## config.mk

```make
export PLATFORM = sky130hd
export DESIGN_NAME = nanosoc_busmatrix_input_stage
export DESIGN_NICKNAME = d
export VERILOG_FILES = /design/src/rtl/nanosoc_busmatrix_pkg.sv /design/src/rtl/nanosoc_busmatrix_addr_hold_reg.sv /design/src/rtl/nanosoc_busmatrix_input_stage.sv
export SDC_FILE = /design/constraint.sdc
export NUM_CORES = 1
export LEC_CHECK = 0
export ABC_CLOCK_PERIOD_IN_PS = 4700
export BUFFER_PORTS_ARGS = -buffer_cell sky130_fd_sc_hd__buf_2
export CORE_MARGIN = 2
export CORE_UTILIZATION = 52
export DETAILED_ROUTE_END_ITERATION = 16
export PLACE_DENSITY = 0.85
export SYNTH_ARGS = -nofsm -noshare
export SYNTH_HDL_FRONTEND = slang
export SYNTH_SLANG_ARGS = --single-unit
```

## constraint.sdc

```tcl
create_clock -name HCLK -period 4.7 [get_ports HCLK]
set_input_delay 1.41 -clock HCLK [delete_from_list [all_inputs] [get_ports HCLK]]
set_output_delay 1.41 -clock HCLK [all_outputs]
set_load 0.02 [all_outputs]
```

## src/rtl/nanosoc_busmatrix_pkg.sv

```systemverilog
// rtl/nanosoc_busmatrix_pkg.sv - shared AHB encodings and input-stage state type
package nanosoc_busmatrix_pkg;

    localparam logic [1:0] HTRANS_IDLE   = 2'b00;
    localparam logic [1:0] HTRANS_BUSY   = 2'b01;
    localparam logic [1:0] HTRANS_NONSEQ = 2'b10;
    localparam logic [1:0] HTRANS_SEQ    = 2'b11;

    localparam logic [2:0] HBURST_SINGLE = 3'b000;
    localparam logic [2:0] HBURST_INCR   = 3'b001;
    localparam logic [2:0] HBURST_WRAP4  = 3'b010;
    localparam logic [2:0] HBURST_INCR4  = 3'b011;
    localparam logic [2:0] HBURST_WRAP8  = 3'b100;
    localparam logic [2:0] HBURST_INCR8  = 3'b101;
    localparam logic [2:0] HBURST_WRAP16 = 3'b110;
    localparam logic [2:0] HBURST_INCR16 = 3'b111;

    localparam logic HRESP_OKAY  = 1'b0;
    localparam logic HRESP_ERROR = 1'b1;

    // trans + write + size + burst + prot, excluding address and lock
    localparam int HOLD_CTRL_W = 13;

    typedef enum logic [1:0] {
        INSTAGE_IDLE = 2'd0,
        INSTAGE_PEND = 2'd1,
        INSTAGE_DATA = 2'd2
    } instage_state_e;

endpackage

```

## src/rtl/nanosoc_busmatrix_addr_hold_reg.sv

```systemverilog
// rtl/nanosoc_busmatrix_addr_hold_reg.sv - load-enabled address-phase hold register
// Lock bit stored only when NANOSOC_INSTAGE_LOCK_EN is defined.
module nanosoc_busmatrix_addr_hold_reg
    import nanosoc_busmatrix_pkg::*;
#(
    parameter int ADDR_WIDTH = 32
) (
    input  logic                  HCLK,
    input  logic                  HRESETn,
    input  logic                  load_i,
    input  logic [ADDR_WIDTH-1:0] addr_i,
    input  logic [1:0]            trans_i,
    input  logic                  write_i,
    input  logic [2:0]            size_i,
    input  logic [2:0]            burst_i,
    input  logic [3:0]            prot_i,
    input  logic                  lock_i,
    output logic [ADDR_WIDTH-1:0] addr_o,
    output logic [1:0]            trans_o,
    output logic                  write_o,
    output logic [2:0]            size_o,
    output logic [2:0]            burst_o,
    output logic [3:0]            prot_o,
    output logic                  lock_o
);

    localparam int BASE_W = ADDR_WIDTH + HOLD_CTRL_W;

`ifdef NANOSOC_INSTAGE_LOCK_EN
    localparam int HOLD_W = BASE_W + 1;
    logic [HOLD_W-1:0] hold_d;
    logic [HOLD_W-1:0] hold_q;

    assign hold_d = {lock_i, addr_i, trans_i, write_i, size_i, burst_i, prot_i};
    assign lock_o = hold_q[HOLD_W-1];
`else
    localparam int HOLD_W = BASE_W;
    logic [HOLD_W-1:0] hold_d;
    logic [HOLD_W-1:0] hold_q;
    logic              unused_lock;

    assign hold_d      = {addr_i, trans_i, write_i, size_i, burst_i, prot_i};
    assign lock_o      = 1'b0;
    assign unused_lock = lock_i;
`endif

    assign {addr_o, trans_o, write_o, size_o, burst_o, prot_o} = hold_q[BASE_W-1:0];

    always_ff @(posedge HCLK or negedge HRESETn) begin
        if (!HRESETn) begin
            hold_q <= '0;
        end else if (load_i) begin
            hold_q <= hold_d;
        end
    end

endmodule

```

## src/rtl/nanosoc_busmatrix_input_stage.sv

```systemverilog
// rtl/nanosoc_busmatrix_input_stage.sv - per-master AHB-Lite bus matrix input stage
// Optional lock forwarding via NANOSOC_INSTAGE_LOCK_EN.
module nanosoc_busmatrix_input_stage
    import nanosoc_busmatrix_pkg::*;
#(
    parameter int ADDR_WIDTH = 32
) (
    input  logic                  HCLK,
    input  logic                  HRESETn,
    input  logic                  HSELS,
    input  logic [ADDR_WIDTH-1:0] HADDRS,
    input  logic [1:0]            HTRANSS,
    input  logic                  HWRITES,
    input  logic [2:0]            HSIZES,
    input  logic [2:0]            HBURSTS,
    input  logic [3:0]            HPROTS,
    input  logic                  HMASTLOCKS,
    input  logic                  HREADYS,
    output logic                  HREADYOUTS,
    output logic                  HRESPS,
    output logic                  sel_out,
    output logic [ADDR_WIDTH-1:0] addr_out,
    output logic [1:0]            trans_out,
    output logic                  write_out,
    output logic [2:0]            size_out,
    output logic [2:0]            burst_out,
    output logic [3:0]            prot_out,
    output logic                  lock_out,
    output logic                  held_out,
    input  logic                  active_in,
    input  logic                  data_ready_in,
    input  logic                  data_resp_in
);

    instage_state_e state_q;

    logic                  live_valid;
    logic                  addr_cycle;
    logic                  hold_load;
    logic                  in_pend;
    logic [ADDR_WIDTH-1:0] hold_addr;
    logic [1:0]            hold_trans;
    logic                  hold_write;
    logic [2:0]            hold_size;
    logic [2:0]            hold_burst;
    logic [3:0]            hold_prot;
    logic                  hold_lock;

    // IDLE/BUSY never occupy a slave, so they are never held
    assign live_valid = HSELS & HTRANSS[1] & HREADYS;
    assign addr_cycle = (state_q == INSTAGE_IDLE) |
                        ((state_q == INSTAGE_DATA) & data_ready_in);
    assign hold_load  = addr_cycle & live_valid & ~active_in;
    assign in_pend    = (state_q == INSTAGE_PEND);

    always_ff @(posedge HCLK or negedge HRESETn) begin
        if (!HRESETn) begin
            state_q <= INSTAGE_IDLE;
        end else begin
            case (state_q)
                INSTAGE_PEND: begin
                    if (active_in) begin
                        state_q <= INSTAGE_DATA;
                    end
                end
                default: begin
                    if (addr_cycle) begin
                        if (!live_valid) begin
                            state_q <= INSTAGE_IDLE;
                        end else if (active_in) begin
                            state_q <= INSTAGE_DATA;
                        end else begin
                            state_q <= INSTAGE_PEND;
                        end
                    end
                end
            endcase
        end
    end

    nanosoc_busmatrix_addr_hold_reg #(
        .ADDR_WIDTH (ADDR_WIDTH)
    ) u_hold (
        .HCLK    (HCLK),
        .HRESETn (HRESETn),
        .load_i  (hold_load),
        .addr_i  (HADDRS),
        .trans_i (HTRANSS),
        .write_i (HWRITES),
        .size_i  (HSIZES),
        .burst_i (HBURSTS),
        .prot_i  (HPROTS),
        .lock_i  (HMASTLOCKS),
        .addr_o  (hold_addr),
        .trans_o (hold_trans),
        .write_o (hold_write),
        .size_o  (hold_size),
        .burst_o (hold_burst),
        .prot_o  (hold_prot),
        .lock_o  (hold_lock)
    );

    always_comb begin
        HREADYOUTS = 1'b1;
        HRESPS     = HRESP_OKAY;
        case (state_q)
            INSTAGE_PEND: HREADYOUTS = 1'b0;
            INSTAGE_DATA: begin
                HREADYOUTS = data_ready_in;
                HRESPS     = data_resp_in;
            end
            default: ;
        endcase
    end

    assign sel_out   = live_valid | in_pend;
    assign held_out  = in_pend;
    assign addr_out  = in_pend ? hold_addr  : HADDRS;
    assign trans_out = in_pend ? hold_trans : HTRANSS;
    assign write_out = in_pend ? hold_write : HWRITES;
    assign size_out  = in_pend ? hold_size  : HSIZES;
    assign burst_out = in_pend ? hold_burst : HBURSTS;
    assign prot_out  = in_pend ? hold_prot  : HPROTS;

`ifdef NANOSOC_INSTAGE_LOCK_EN
    assign lock_out = in_pend ? hold_lock : HMASTLOCKS;
`else
    logic unused_hold_lock;
    assign unused_hold_lock = hold_lock;
    assign lock_out         = 1'b0;
`endif

endmodule

```

==> flow_metrics.env <==
export IMPL_cts_tree="yes"
export IMPL_synth_top_family_by_area="multiplexers"
export IMPL_finalCriticalPeriod_ns=3.59
export IMPL_fillers=356
export IMPL_hold_violations=0
export IMPL_finClkSkew_ns=0.00710
export IMPL_synth_fa_ha_area_share_pct=0
export IMPL_critPathCaptureType="output pin"
export IMPL_worst_r2r_path_depth=3
export IMPL_min_from="u_hold.hold_q[12]"
export IMPL_post_dp_hpwl_um=3050
export IMPL_gp_congestion=0.703
export IMPL_swShare_pct=27.0
export IMPL_yosys_area_share_simple_pct=2.38
export IMPL_synth_xor_area_share_pct=0
export IMPL_multi_input_area_mm2=0.00124
export IMPL_num_vias=1595
export IMPL_yosysUniqueCellTypes=20
export IMPL_powerDensity_mw_per_mm2=406
export IMPL_clockBufferDepth=2
export IMPL_fin_crit_sh_pct=76.4
export IMPL_cts_htree_levels=2
export IMPL_r2r_setup_slack_ns=2.73
export IMPL_routedWlPerCell_um=13.8
export IMPL_grt_max_degree=48
export IMPL_routed_wl_um=4330
export IMPL_drv_slew=0
export IMPL_worstMarginPinSlew_ns=0.997
export IMPL_ys_seq_area_share_pct=46.6
export IMPL_overflow=0
export IMPL_critPathRequiredTime_ns=3.29
export IMPL_regArea_mm2=0.00118
export IMPL_synth_compound_area_share_pct=0.694
export IMPL_yosys_warnings=0
export IMPL_rsz0062_at_grt="false"
export IMPL_cap_viol_max_count=0
export IMPL_syn_inst=163
export IMPL_rows=25
export IMPL_syn_cell_area_mm2=0.00252
export IMPL_die_area_mm2=0.00542
export IMPL_power_leakage_nw=1.63
export IMPL_max_freq_ghz=0.279
export IMPL_ctsHoldBuffers=0
export IMPL_combPwrFrac_pct=30.7
export IMPL_syn_area_per_cell_um2=15.5
export IMPL_synth_mux_area_fraction_pct=45.4
export IMPL_worst_hold_path_num_cells=1
export IMPL_grt_pass1_vias=1638
export IMPL_cp_start_kind="flop"
export IMPL_track_usage_pct=16.6
export IMPL_via_per_inst=5.06
export IMPL_final_antenna_net_count=0
export IMPL_cellInternalPower_mw=0.923
export IMPL_numCtsBuffers=5
export IMPL_power_frac_clock_pct=23.6
export IMPL_clkLatencyLatePin_ns=0.29
export IMPL_critPathKind="reg -> out"
export IMPL_port_buffers=100
export IMPL_power_switching_mw=0.341
export IMPL_area_growth_syn_to_layout_pct=23.3
export IMPL_start_util_pct=53.8
export IMPL_drive_above_1_share_pct=76.6
export IMPL_peakVddDrop_uv=175
export IMPL_post_route_drc_count=0
export IMPL_p_total_mw=1.26
export IMPL_core_mm2=0.00469
export IMPL_dr_first_iter_drc_count=29
export IMPL_hold_class="reg -> reg"
export IMPL_fp_dieW_um=73.6
export IMPL_antenna_found_initial=0
export IMPL_synth_fp_nets=216
export IMPL_status="finished, final reports clean"
export IMPL_r2r_start="state_q[1]"
export IMPL_ios=103
export IMPL_pwr_share_seq_pct=45.7
export IMPL_ys_ff_latch=47
export IMPL_crit_arrival_ns=2.18
export IMPL_clkSinkCount=47
export IMPL_cp_max_fo=33
export IMPL_first_pass_iters=4
export IMPL_reg2reg_to="u_hold.hold_q[31]"
export IMPL_slew_limit_headroom_pct=33.5
export IMPL_clk_pin_slew_worst_paths_ns=0.09
export IMPL_post_cts_buffers=0
export IMPL_clock_root_buffer="clkbuf_8"
export IMPL_diodes=0
export IMPL_hold_path_end="u_hold.hold_q[12]"
export IMPL_final_setup_viol_count=0
export IMPL_tns_ns=0
export IMPL_die_h_um=73.6
export IMPL_final_util_pct=66.3
export IMPL_grt_pass1_wl_um=7020
export IMPL_cts_resized=0
export IMPL_nNetsFinal=313
[Yosys cell counts, drive strengths merged]
| library cell | number | area [µm²] |
|---|---|---|
| nor2b | 1 | 6.26 |
| or4b | 1 | 10.0 |
| buf | 11 | 116 |
| conb | 1 | 3.75 |
| o21ai | 2 | 10.0 |
| nand2b | 2 | 12.5 |
| or2b | 1 | 7.51 |
| nand2 | 2 | 7.51 |
| dfrtp | 47 | 1180 |
| nor2 | 3 | 11.3 |
| o211ai | 1 | 7.51 |
| nand3 | 1 | 5.00 |
| inv | 1 | 3.75 |
| mux2 | 89 | 1140 |
[worst max-delay path, cell delays in order (launching register included)]
cell and delay (ns):
dfrtp_1 0.43, nor2b_4 0.45, buf_4 0.45, mux2_2 0.39, buf_2 0.16
[power groups by stage]
stage / logic, mW / clock network, mW / registers [mW]
floorplan: 0.309 / 0 / 0.565
global placement: 0.386 / 0 / 0.577
detailed placement: 0.393 / 0 / 0.583
CTS: 0.394 / 0.309 / 0.578
global route: 0.418 / 0.321 / 0.593
finish: 0.388 / 0.298 / 0.578
[how the worst max path moves through the flow]
stage          slack (ns)     startpoint            to  depth (start not counted)
5_1_grt              0.93     state_q[0]  addr_out[23]                          4
3_5_place_dp         1.27     HTRANSS[1]       sel_out                          4
6_report             1.11     state_q[0]  addr_out[19]                          4
4_1_cts              1.06     state_q[0]   addr_out[3]                          4
3_3_place_gp         1.28     HTRANSS[1]       sel_out                          4
2_1_floorplan        1.45  data_ready_in    HREADYOUTS                          3
[placed cells by master, fill, tap and decap left out, drive strengths merged]
master,count
nand3,1
nand2b,2
nor2b,1
buf,101
clkinv,1
or4b,1
bufinv,1
or2b,1
nand2,2
o211ai,1
o21ai,2
nor2,3
dfrtp,47
clkbuf,6
inv,1
mux2,89
conb,1
[state kept, by name (all words and copies together) (netlist names)]
signal and flops:
u_hold.hold_q 45, state_q 2
[routing by layer]
layer	track usage [%]	vias to the layer above	routed length, µm
met5	0	-	0
met4	3.64	0	14
met3	5.08	2	330
met2	28.3	72	1970
met1	20.7	750	2020
li1	-	771	-
[area by class of cell]
class | instances | share of cell area [%]
Clock buffer | 6 | 2.65
Clock inverter | 2 | 1.13
Inverter | 1 | 0.121
Multi-Input combinational cell | 104 | 39.8
Sequential cell | 47 | 37.8
Tap cell | 54 | 2.17
Timing Repair Buffer | 101 | 16.3
[through the flow]
stage	setup slack, ns	instance area [µm²]	hold WS (ns)	instances
5_1_grt	0.935	3110	0.522	315
3_3_place_gp	1.28	2990	0.464	307
2_1_floorplan	1.45	2520	0.428	163
4_1_cts	1.06	3110	0.492	315
6_report	1.11	3110	0.491	315
3_5_place_dp	1.27	2990	0.468	307
[kinds of logic (layout without fill, tap and decap cells)]
family	Yosys count	count (layout)
and+or+nand+nor	11	11
other	1	1
buffers and inverters	12	110
muxes	89	89
DFF	47	47
AOI/OAI and AO/OA	3	3
Power figures use the tool's default switching activity.
